===== src/rtl/i2c_imu_target.sv =====
// ---------------------------------------------------------------------------
// i2c_imu_target
//   I2C target modelling the IMU end of the bus. Answers DEV_ADDR, keeps a
//   register pointer and an NREGS-deep byte register file, and serves
//   register writes plus random/burst reads. The pointer auto-increments
//   and wraps modulo NREGS. A local update port loads sensor values that the
//   bus master reads back.
//
// Ports
//   i_clk        system clock (SCL/SDA are oversampled, f_clk >= 16 x f_SCL)
//   i_rst        synchronous active-high reset
//   i_scl_in     SCL pin level (asynchronous)
//   i_sda_in     SDA pin level (asynchronous)
//   o_sda_oe     1 = pull SDA low (open drain), 0 = release
//   i_upd_valid  local register write strobe
//   i_upd_addr   local write index
//   i_upd_data   local write data
//   o_wr_strobe  one-cycle pulse when the master has written a register
//   o_wr_addr    index of that write
//   o_wr_data    data of that write
//   o_busy       high from an addressed START until STOP or reset
//
// state     | meaning
// ----------+---------------------------------------------------------
// IDLE      | bus free, waiting for START
// ADDR      | shifting in the address byte
// ADDR_ACK  | driving ACK for our address, then branch on R/W
// REG       | shifting in the register pointer byte
// REG_ACK   | driving ACK for the pointer byte
// WDATA     | shifting in a data byte, committed on the 8th SCL rise
// WDATA_ACK | driving ACK for a data byte
// RDATA     | shifting a data byte out on SCL falls
// RD_ACK    | sampling the master's ACK/NACK
// IGNORE    | not addressed or read finished; wait for START/STOP
// ---------------------------------------------------------------------------
module i2c_imu_target #(
  parameter logic [6:0] DEV_ADDR = 7'h68,
  parameter int         NREGS    = 16,
  localparam int        AW       = $clog2(NREGS)
) (
  input  logic          i_clk,
  input  logic          i_rst,
  input  logic          i_scl_in,
  input  logic          i_sda_in,
  output logic          o_sda_oe,
  input  logic          i_upd_valid,
  input  logic [AW-1:0] i_upd_addr,
  input  logic [7:0]    i_upd_data,
  output logic          o_wr_strobe,
  output logic [AW-1:0] o_wr_addr,
  output logic [7:0]    o_wr_data,
  output logic          o_busy
);

  typedef enum logic [3:0] {
    S_IDLE,
    S_ADDR,
    S_ADDR_ACK,
    S_REG,
    S_REG_ACK,
    S_WDATA,
    S_WDATA_ACK,
    S_RDATA,
    S_RD_ACK,
    S_IGNORE
  } state_t;

  // Two synchroniser flops per pin plus one history flop for edge detection.
  logic r_scl_s1, r_scl_s2, r_scl_h;
  logic r_sda_s1, r_sda_s2, r_sda_h;

  always_ff @(posedge i_clk) begin
    if (i_rst) begin
      r_scl_s1 <= 1'b1;
      r_scl_s2 <= 1'b1;
      r_scl_h  <= 1'b1;
      r_sda_s1 <= 1'b1;
      r_sda_s2 <= 1'b1;
      r_sda_h  <= 1'b1;
    end else begin
      r_scl_s1 <= i_scl_in;
      r_scl_s2 <= r_scl_s1;
      r_scl_h  <= r_scl_s2;
      r_sda_s1 <= i_sda_in;
      r_sda_s2 <= r_sda_s1;
      r_sda_h  <= r_sda_s2;
    end
  end

  logic w_scl_rise, w_scl_fall, w_start, w_stop;
  assign w_scl_rise = r_scl_s2 & ~r_scl_h;
  assign w_scl_fall = ~r_scl_s2 & r_scl_h;
  assign w_start    = r_scl_s2 & r_scl_h & r_sda_h & ~r_sda_s2;
  assign w_stop     = r_scl_s2 & r_scl_h & ~r_sda_h & r_sda_s2;

  state_t        r_state;
  logic [3:0]    r_bit_cnt;
  logic [7:0]    r_shreg;
  logic [AW-1:0] r_ptr;
  logic          r_rw;
  logic          r_ack_on;   // ACK already asserted; the next SCL fall ends the ACK clock
  logic          r_sda_oe;
  logic          r_busy;
  logic          r_wr_strobe;
  logic [AW-1:0] r_wr_addr;
  logic [7:0]    r_wr_data;
  logic [7:0]    r_regs [NREGS];

  // Byte as it stands once the bit being sampled on this rise is shifted in.
  logic [7:0] w_byte;
  assign w_byte = {r_shreg[6:0], r_sda_s2};

  always_ff @(posedge i_clk) begin
    if (i_rst) begin
      r_state     <= S_IDLE;
      r_bit_cnt   <= '0;
      r_shreg     <= '0;
      r_ptr       <= '0;
      r_rw        <= 1'b0;
      r_ack_on    <= 1'b0;
      r_sda_oe    <= 1'b0;
      r_busy      <= 1'b0;
      r_wr_strobe <= 1'b0;
      r_wr_addr   <= '0;
      r_wr_data   <= '0;
      for (int i = 0; i < NREGS; i++) r_regs[i] <= '0;
    end else begin
      r_wr_strobe <= 1'b0;
      // Local update first so a bus write to the same index in this cycle overrides it.
      if (i_upd_valid) r_regs[i_upd_addr] <= i_upd_data;

      if (w_start) begin
        r_state   <= S_ADDR;
        r_bit_cnt <= '0;
        r_ack_on  <= 1'b0;
        r_sda_oe  <= 1'b0;
      end else if (w_stop) begin
        r_state  <= S_IDLE;
        r_ack_on <= 1'b0;
        r_sda_oe <= 1'b0;
        r_busy   <= 1'b0;
      end else begin
        case (r_state)
          S_ADDR: begin
            if (w_scl_rise) begin
              r_shreg   <= w_byte;
              r_bit_cnt <= r_bit_cnt + 4'd1;
              if (r_bit_cnt == 4'd7) begin
                r_bit_cnt <= '0;
                if (w_byte[7:1] == DEV_ADDR) begin
                  r_rw     <= w_byte[0];
                  r_busy   <= 1'b1;
                  r_ack_on <= 1'b0;
                  r_state  <= S_ADDR_ACK;
                end else begin
                  r_state <= S_IGNORE;
                end
              end
            end
          end

          S_ADDR_ACK: begin
            if (w_scl_fall) begin
              if (!r_ack_on) begin
                r_sda_oe <= 1'b1;
                r_ack_on <= 1'b1;
              end else begin
                r_ack_on <= 1'b0;
                if (r_rw) begin
                  // The fall that ends the ACK clock also presents the first data bit.
                  r_sda_oe  <= ~r_regs[r_ptr][7];
                  r_shreg   <= {r_regs[r_ptr][6:0], 1'b0};
                  r_bit_cnt <= 4'd1;
                  r_ptr     <= r_ptr + AW'(1);
                  r_state   <= S_RDATA;
                end else begin
                  r_sda_oe  <= 1'b0;
                  r_bit_cnt <= '0;
                  r_state   <= S_REG;
                end
              end
            end
          end

          S_REG: begin
            if (w_scl_rise) begin
              r_shreg   <= w_byte;
              r_bit_cnt <= r_bit_cnt + 4'd1;
              if (r_bit_cnt == 4'd7) begin
                r_bit_cnt <= '0;
                r_ptr     <= w_byte[AW-1:0];
                r_ack_on  <= 1'b0;
                r_state   <= S_REG_ACK;
              end
            end
          end

          S_REG_ACK, S_WDATA_ACK: begin
            if (w_scl_fall) begin
              if (!r_ack_on) begin
                r_sda_oe <= 1'b1;
                r_ack_on <= 1'b1;
              end else begin
                r_sda_oe  <= 1'b0;
                r_ack_on  <= 1'b0;
                r_bit_cnt <= '0;
                r_state   <= S_WDATA;
              end
            end
          end

          S_WDATA: begin
            if (w_scl_rise) begin
              r_shreg   <= w_byte;
              r_bit_cnt <= r_bit_cnt + 4'd1;
              if (r_bit_cnt == 4'd7) begin
                r_bit_cnt     <= '0;
                r_regs[r_ptr] <= w_byte;
                r_wr_strobe   <= 1'b1;
                r_wr_addr     <= r_ptr;
                r_wr_data     <= w_byte;
                r_ptr         <= r_ptr + AW'(1);
                r_ack_on      <= 1'b0;
                r_state       <= S_WDATA_ACK;
              end
            end
          end

          S_RDATA: begin
            if (w_scl_fall) begin
              if (r_bit_cnt == 4'd8) begin
                r_sda_oe <= 1'b0;
                r_state  <= S_RD_ACK;
              end else begin
                r_sda_oe  <= ~r_shreg[7];
                r_shreg   <= {r_shreg[6:0], 1'b0};
                r_bit_cnt <= r_bit_cnt + 4'd1;
              end
            end
          end

          S_RD_ACK: begin
            if (w_scl_rise) begin
              if (!r_sda_s2) begin
                r_shreg   <= r_regs[r_ptr];
                r_ptr     <= r_ptr + AW'(1);
                r_bit_cnt <= '0;
                r_state   <= S_RDATA;
              end else begin
                r_state <= S_IGNORE;
              end
            end
          end

          S_IGNORE: r_sda_oe <= 1'b0;

          default: ;
        endcase
      end
    end
  end

  assign o_sda_oe    = r_sda_oe;
  assign o_busy      = r_busy;
  assign o_wr_strobe = r_wr_strobe;
  assign o_wr_addr   = r_wr_addr;
  assign o_wr_data   = r_wr_data;

endmodule


===== config.mk =====
export PLATFORM = sky130hd
export DESIGN_NAME = i2c_imu_target
export DESIGN_NICKNAME = d
export VERILOG_FILES = /design/src/rtl/i2c_imu_target.sv
export SDC_FILE = /design/constraint.sdc
export NUM_CORES = 1
export LEC_CHECK = 0
export BUFFER_PORTS_ARGS = -buffer_cell sky130_fd_sc_hd__buf_2
export CAP_MARGIN = 10
export CORE_MARGIN = 4
export CORE_UTILIZATION = 55
export CTS_CLUSTER_DIAMETER = 50
export DETAILED_ROUTE_END_ITERATION = 8
export PLACE_DENSITY = 0.72
export SYNTH_ARGS = -nofsm -noshare
export SYNTH_HDL_FRONTEND = slang
export SYNTH_SLANG_ARGS = --single-unit

===== constraint.sdc =====
create_clock -name i_clk -period 2.75 [get_ports i_clk]
set_input_delay 0.6875 -clock i_clk [delete_from_list [all_inputs] [get_ports i_clk]]
set_output_delay 0.6875 -clock i_clk [all_outputs]
set_load 0.01 [all_outputs]

==> results of run 1 <==
[critical path: stages (launching register included)]
cell	delay (ns)
dfxtp_1	0.39
ha_1	0.22
and3b_1	0.35
nand3_4	0.12
buf_12	0.21
or4_1	0.67
nand3_1	0.14
nand2_1	0.07
[per-layer routing]
layer	routed length, microns	part of all wire [%]
met4	1100	3.7
met1	12200	41
met2	13700	46
met3	2890	9.7
met5	0	0
[per-stage QoR]
stage	hold slack [ns]	power (mW)
2_1_floorplan	0.389	5.00
3_3_place_gp	0.391	5.77
3_5_place_dp	0.393	5.79
4_1_cts	0.413	8.13
5_1_grt	0.418	8.50
6_report	0.414	8.20
[final cells by class]
cell class | instances | area, sq um
clock buffers | 17 | 425
clock inverters | 15 | 136
fillers | 1503 | 6800
inverters | 10 | 37.5
multi-input cells | 801 | 5010
flip-flops and latches | 175 | 4790
well taps | 229 | 287
repair buffers | 100 | 723
[kinds of logic (layout without fill, tap and decap cells)]
group | Yosys count | count (layout) | share of synthesized area, %
buffers and inverters | 108 | 142 | 5.27
adders and majority gates | 7 | 7 | 0.823
AOI/OAI and AO/OA | 258 | 258 | 14.8
muxes | 53 | 53 | 8.02
xor gates and xnor gates | 1 | 1 | 0.266
and+or+nand+nor | 482 | 482 | 24.5
DFF | 175 | 175 | 46.3
[worst paths after layout]
check          startpoint            end  slack (ns)  cells after the start
max          r_bit_cnt[0]  r_regs[14][3]        0.31                      7
min              r_scl_s1       r_scl_s2        0.41                      1
max reg2reg  r_bit_cnt[0]  r_regs[14][3]        0.31                      7
min reg2reg      r_scl_s1       r_scl_s2        0.41                      1
[sequential cells by signal, summed over array words and instances (netlist names), named ones only]
register / flops
r_bit_cnt: 4
r_sda_s2: 1
r_sda_s1: 1
o_wr_data: 8
r_shreg: 8
r_state: 4
r_scl_s2: 1
o_wr_strobe: 1
o_busy: 1
r_scl_s1: 1
r_sda_h: 1
o_wr_addr: 4
r_scl_h: 1
r_regs: 128
o_sda_oe: 1
r_ack_on: 1
r_rw: 1
r_ptr: 4
[power by group through the flow]
| stage | registers, mW | clock network, mW | logic, mW |
|---|---|---|---|
| after CTS | 3.19 | 2.39 | 2.55 |
| after floorplan | 3.16 | 0 | 1.84 |
| after detailed placement | 3.25 | 0 | 2.54 |
| after global placement | 3.25 | 0 | 2.52 |
| after global routing | 3.22 | 2.50 | 2.78 |
| final | 3.20 | 2.38 | 2.61 |
[placed cells by master (no fill, tap or decap), drive strengths merged, types with 7 or more instances in the layout]
master / Yosys / layout
a211oi: 12 / 12
a21oi: 49 / 49
a311oi: 7 / 7
buf: 70 / 100
clkbuf: 28 / 17
dfxtp: 47 / 47
edfxtp: 128 / 128
inv: 9 / 21
mux2: 19 / 19
mux2i: 12 / 12
mux4: 22 / 22
nand2: 304 / 304
nand2b: 16 / 16
nand3: 12 / 12
nor2: 32 / 32
nor2b: 7 / 7
nor3: 15 / 15
nor3b: 10 / 10
nor4: 26 / 26
o21ai: 132 / 132
o22ai: 11 / 11
or2: 10 / 10
or3: 18 / 18
==> reports/results.ini, run 1 <==
[placement]
io_buffers=31
dp.cells=1315
dpl_cell_area_sq_um=10800
dp_hpwl_microns=20200
gp_congestion=0.944
pre_cts_ws_ns=0.209

[global_route]
top_usage_layer=met2
antenna_found_initial=0
gr-usage-met1_pct=38.8
grt_pass1_wl_microns=46100
gr-total-overflow=0
grt_pass1_vias=8012
grt_start_max_net_pins=52
grtUsageTotal_pct=28.2
met3_usage_pct=5.36
grt_util_met2_pct=44.1

[logic_synthesis]
syn_inst=1084
synth_most_common_cell=nand2_1
avgSynthCellArea_sq_um=9.54
syn_area_sq_um=10300
synth_enable_flop_cells=128
syn_nets=1107
synth_top_area_cell=edfxtp_1
synth_ff_type=edfxtp_1
ys_warn_count=0
yosys_register_bits=175
synth-seq-area-share_pct=46.3
yosysUniqueCellTypes=79
async_flop_share_pct=0
synth_common_cells=nand2_1, edfxtp_1, o21ai_0
synth_top_area_share_pct=37.2
synthTopCellsByArea=edfxtp_1, nand2_1, dfxtp_1

[cts]
path_clk_slew_ns=0.07
ctsResizeCount=0
postCtsSetupBuffers=0
cts_buffers=17
cts_max_path_buffers=2
cts_hold_buf=0
cts_tree=done
clk_latency_ns=0.45
cts_root_buf=clkbuf_16
clkSinkCount=175
cts-htree-levels=4

[die]
die_area_sq_um=21100
io-pin-count=32
die_h_microns=145
row_count=49
core_sq_um=18200
die_x_microns=145
start_util_pct=56.8

[detailed_routing]
drt_wl_total_microns=29900
antenna_left=0
drc=0
drt-wirelength-per-cell_microns=22.2
drt-initial-drc-count=1083
via_per_inst=6.37
num_vias=8583
drt_first_pass_iters=5

[power_and_ir_drop]
ir_drop_uv=494
p_leak_nw=3.86
p_int_mw=5.17
sequentialPowerShare_pct=39.0
combPwrFrac_pct=31.9
power_frac_clock_pct=29.1
p_per_area_nw_per_um2=718
switching_share_pct=36.9
switchingPower_mw=3.03

[sta]
setup_slack_ns=0.308
relSlewSlack_pct=57.6
clock.fmax_mhz=410
clock_skew_ns=0.00865
finalSetupTns_ns=0
fin_crit_ns=2.44
tightest_slew_ns=0.637
finalSetupViolCount=0
slew_viol_final=0
final.period_utilization_pct=88.8
report.final.hold_viol_count=0
rsz0062_at_grt=false

[worst_setup_path]
crit_type=reg -> reg
arrival_ns=2.64
worstPathRequired_ns=2.94
path_max_fanout=28
end_kind=register
start_kind=register

[job]
cap_violations=0

[run_status]
status=completed

[final_layout]
area_growth_syn_to_layout_pct=10.3
antenna_cells=0
layoutNonFillerInstCount=1347
final_area_sq_um=11400
final_net_count=1128
utilization_pct=62.6
drive_gt1_share_pct=19.3

[hold_path]
hp-class=reg -> reg

(Power assumes the default switching activity.)
==> run 2, diff against run 1 <==
REMOVE_ABC_BUFFERS = 1   (was default)
==> reports/results.ini, run 2 (synthesis results as in run 1) <==
[worst_setup_path]
crit_type=reg -> reg
worstPathRequired_ns=2.93
end_kind=register
arrival_ns=2.66
path_max_fanout=28
start_kind=register

[final_layout]
layoutNonFillerInstCount=1341
layout_commonest_cell=nand2_1
antenna_cells=0
final_net_count=1122
final_area_sq_um=11400
largest_reg_flops=128
final_cell_mix=nand2_1, edfxtp_1, o21ai_0
top_register=r_regs
drive_gt1_share_pct=18.9
area_growth_syn_to_layout_pct=10.1

[cts]
cts_max_path_buffers=2
postCtsSetupBuffers=0
ctsResizeCount=0
clk_latency_ns=0.43
cts_hold_buf=0
cts_buffers=17
cts_tree=done
clkSinkCount=175
path_clk_slew_ns=0.07
cts_root_buf=clkbuf_16
cts-htree-levels=4

[sta]
clock.fmax_mhz=403
tightest_slew_ns=0.609
finalSetupViolCount=0
rsz0062_at_grt=false
final.period_utilization_pct=90.2
fin_crit_ns=2.48
hold_slack_ns=0.412
slew_viol_final=0
clock_skew_ns=0.00543
finalSetupTns_ns=0
relSlewSlack_pct=59.4
report.final.hold_viol_count=0

[detailed_routing]
drt-initial-drc-count=1007
num_vias=8532
drc=0
antenna_left=0
drt-wirelength-per-cell_microns=21.9
drt_first_pass_iters=5
via_per_inst=6.36
drt_wl_total_microns=29300

[die]
die_area_sq_um=21100
row_count=49
core_sq_um=18200
start_util_pct=56.8
die_h_microns=145
io-pin-count=32
die_x_microns=145

[power_and_ir_drop]
power_frac_clock_pct=29.4
p_per_area_nw_per_um2=717
switchingPower_mw=2.93
sequentialPowerShare_pct=39.3
p_int_mw=5.24
total_power_mw=8.16
p_leak_nw=3.84
switching_share_pct=35.9
combPwrFrac_pct=31.3
ir_drop_uv=465

[global_route]
gr-total-overflow=0
grt_pass1_wl_microns=45600
grtUsageTotal_pct=27.8
grt_start_max_net_pins=52
grt_pass1_vias=8017
antenna_found_initial=0

[hold_path]
hp-class=reg -> reg

[placement]
dp.cells=1309
dpl_cell_area_sq_um=10800
dp_hpwl_microns=19500
gp_congestion=0.934
io_buffers=31

[run_status]
status=completed

[job]
cap_violations=0

## run 2: worst max-delay path, cell delays in order, from the launching register on
cell     delay (ns)
dfxtp_1        0.68
nor2b_4        0.33
nand3_4        0.10
buf_12         0.22
or4_1          0.69
nand3_1        0.14
nand2_1        0.07
## run 2: routing by layer
| metal | routed length [microns] | vias up | GRT usage, % | share of wire (%) |
|---|---|---|---|---|
| met5 | 0 | - | 0 | 0 |
| met4 | 1490 | 0 | 13.7 | 5.1 |
| met3 | 2910 | 98 | 6.55 | 9.9 |
| met2 | 13000 | 486 | 41.7 | 44 |
| met1 | 11900 | 3999 | 38.1 | 41 |
| li1 | - | 3949 | - | - |
## run 2: area by class of cell
class                      count  area, sq um
clock buffer                  20          489
tap                          229          287
timing repair buffer          94          678
multi-input combinational    801         5010
inverter                      10         37.5
clock inverter                12         96.3
sequential                   175         4790
fill                        1444         6820
## run 2: power groups by stage
stage                     Clock, mW  Combinational [mW]  Sequential, mW
after floorplan                   0                1.37            3.42
after global placement            0                2.45            3.26
after detailed placement          0                2.47            3.26
after CTS                      2.40                2.48            3.21
after global routing           2.53                2.72            3.23
final                          2.40                2.55            3.21
## run 2: final timing paths
path | to | cells past startpoint | slack (ns) | start
hold reg to reg | r_sda_s2 | 1 | 0.41 | r_sda_s1
hold / removal | r_sda_s2 | 1 | 0.41 | r_sda_s1
setup / recovery | r_regs[14][7] | 6 | 0.27 | r_state[0]
setup reg to reg | r_regs[14][7] | 6 | 0.27 | r_state[0]
## run 2: per-stage QoR
step,util [%],worst slack [ns]
3_5_place_dp,59.3,0.258
4_1_cts,62.5,0.308
5_1_grt,62.5,0.165
6_report,62.5,0.270
2_1_floorplan,-,-0.190
3_3_place_gp,59.3,0.285
==> run 3, diff against run 2 <==
clock period = 2.9 ns   (was 2.75 ns; I/O delays follow)
==> reports/results.ini, run 3 (synthesis results as in run 1) <==
[run_status]
status=completed

[worst_setup_path]
worstPathBufferInverterCount=0
r2r_start=r_state[3]
reg2reg_slack_ns=0.36
r2r_cells=5
end_kind=register
cp_cell_sequence=nor2b_1 > o2bb2ai_1 > a211oi_1 > o211ai_1 > a32o_1
arrival_ns=2.85
cpPeakStageDelay_ns=0.89
crit_family=compound AO/OA/AOI/OAI gates
path_max_fanout=25
start_kind=register
crit_type=reg -> reg
slowest_stage=dfxtp_1
worstPathRequired_ns=3.21

[detailed_routing]
top_layer_used=met4
drt-wirelength-per-cell_microns=21.4
drc=0
drt_first_pass_iters=5
drt-initial-drc-count=828
drt_wl_total_microns=28700
met1_length_microns=11700
via_per_inst=6.34
antenna_left=0
num_vias=8501
dr_wl_met2_microns=13400
route.met3.wl_microns=2430

[global_route]
grt_start_max_net_pins=52
antenna_found_initial=0
gr-total-overflow=0
grt_pass1_wl_microns=44800
grtUsageTotal_pct=27.1
grt_pass1_vias=7998

[final_layout]
area_growth_syn_to_layout_pct=10.2
antenna_cells=0
final_area_sq_um=11400
largest_reg_flops=128
final_net_count=1122
final_cell_mix=nand2_1, edfxtp_1, o21ai_0
layout_commonest_cell=nand2_1
drive_gt1_share_pct=18.8
top_register=r_regs

[placement]
dpl_cell_area_sq_um=10800
io_buffers=31
dp_hpwl_microns=19400
gp_congestion=0.926
pre_cts_ws_ns=0.421

[cts]
postCtsSetupBuffers=0
cts_hold_buf=0
ctsResizeCount=0
path_clk_slew_ns=0.07
clk_latency_ns=0.43
cts_buffers=17
clkSinkCount=175
cts_root_buf=clkbuf_16
cts-htree-levels=4
cts_max_path_buffers=2
cts_tree=done

[power_and_ir_drop]
power_frac_clock_pct=30.1
p_per_area_nw_per_um2=682
sequentialPowerShare_pct=39.1
ir_drop_uv=452
switchingPower_mw=2.76
p_int_mw=5.01
combPwrFrac_pct=30.8
switching_share_pct=35.5
p_leak_nw=3.84

[sta]
final.period_utilization_pct=87.5
clock.fmax_mhz=394
rsz0062_at_grt=false
setup_slack_ns=0.364
finalSetupViolCount=0
tightest_slew_ns=0.865
relSlewSlack_pct=42.2
clock_skew_ns=0.00925
report.final.hold_viol_count=0
fin_crit_ns=2.54
slew_viol_final=0

[die]
io-pin-count=32
die_area_sq_um=21100
die_x_microns=145
row_count=49
start_util_pct=56.8
core_sq_um=18200
die_h_microns=145

[job]
cap_violations=0

[hold_path]
min_path_cells=1
hp-start=r_sda_s1
hold_end=r_sda_s2
hp-class=reg -> reg

==> run 3: cell types whose count changed in the layout (fill, tap and decap cells not counted) <==
cell / delta
clkinv_4: -4
clkinv_2: -3
inv_4: +3
clkbuf_1: +1
clkbuf_16: +1
clkinvlp_4: +1
inv_8: +1
==> run 3: worst register-to-register path, stage by stage (launching register included) <==
cell and delay, ns:
dfxtp_1 0.89, nor2b_1 0.17, o2bb2ai_1 0.27, a211oi_1 0.58, o211ai_1 0.19, a32o_1 0.33
==> run 3: cell type report <==
class                           instances  area (sq um)
Clock inverter                         10          83.8
Timing Repair Buffer                   94           678
Multi-Input combinational cell        801          5010
Sequential cell                       175          4790
Fill cell                            1454          6810
Inverter                               10          37.5
Clock buffer                           22           518
Tap cell                              229           287
==> run 3: worst max path at each step <==
| stage | startpoint | endpoint | slack, ns | cells after the start |
|---|---|---|---|---|
| 3_5_place_dp | r_bit_cnt[0] | r_regs[14][3] | 0.42 | 7 |
| 3_3_place_gp | r_bit_cnt[0] | r_regs[14][0] | 0.46 | 7 |
| 6_report | r_state[3] | register | 0.36 | 5 |
| 4_1_cts | r_bit_cnt[0] | r_regs[14][7] | 0.41 | 7 |
| 2_1_floorplan | r_sda_s2 | r_regs[12][0] | -0.04 | 4 |
| 5_1_grt | r_bit_cnt[0] | r_regs[11][2] | 0.19 | 6 |
==> run 3: power by group through the flow <==
stage	Clock (mW)	Combinational, mW	Sequential (mW)
global placement	0	2.30	3.08
floorplan	0	1.30	3.24
global route	2.46	2.55	3.06
detailed placement	0	2.31	3.09
CTS	2.35	2.33	3.03
finish	2.34	2.39	3.04
==> run 3: stage by stage <==
step                      power [mW]  std cells  hold slack, ns  setup TNS (ns)  util [%]
after floorplan                 4.54        986           0.389           -3.67         -
after global routing            8.07       1341           0.437               0      62.6
after CTS                       7.72       1341           0.419               0      62.6
after detailed placement        5.40       1309           0.399               0      59.3
final                           7.78       1341           0.412               0      62.6
after global placement          5.38       1309           0.394               0      59.3
==> run 3: per-layer routing <==
metal	vias to the layer above	global-route usage, %
met1	4047	36.6
li1	3947	-
met2	419	43.2
met3	88	5.27
met5	-	0
met4	0	11.0
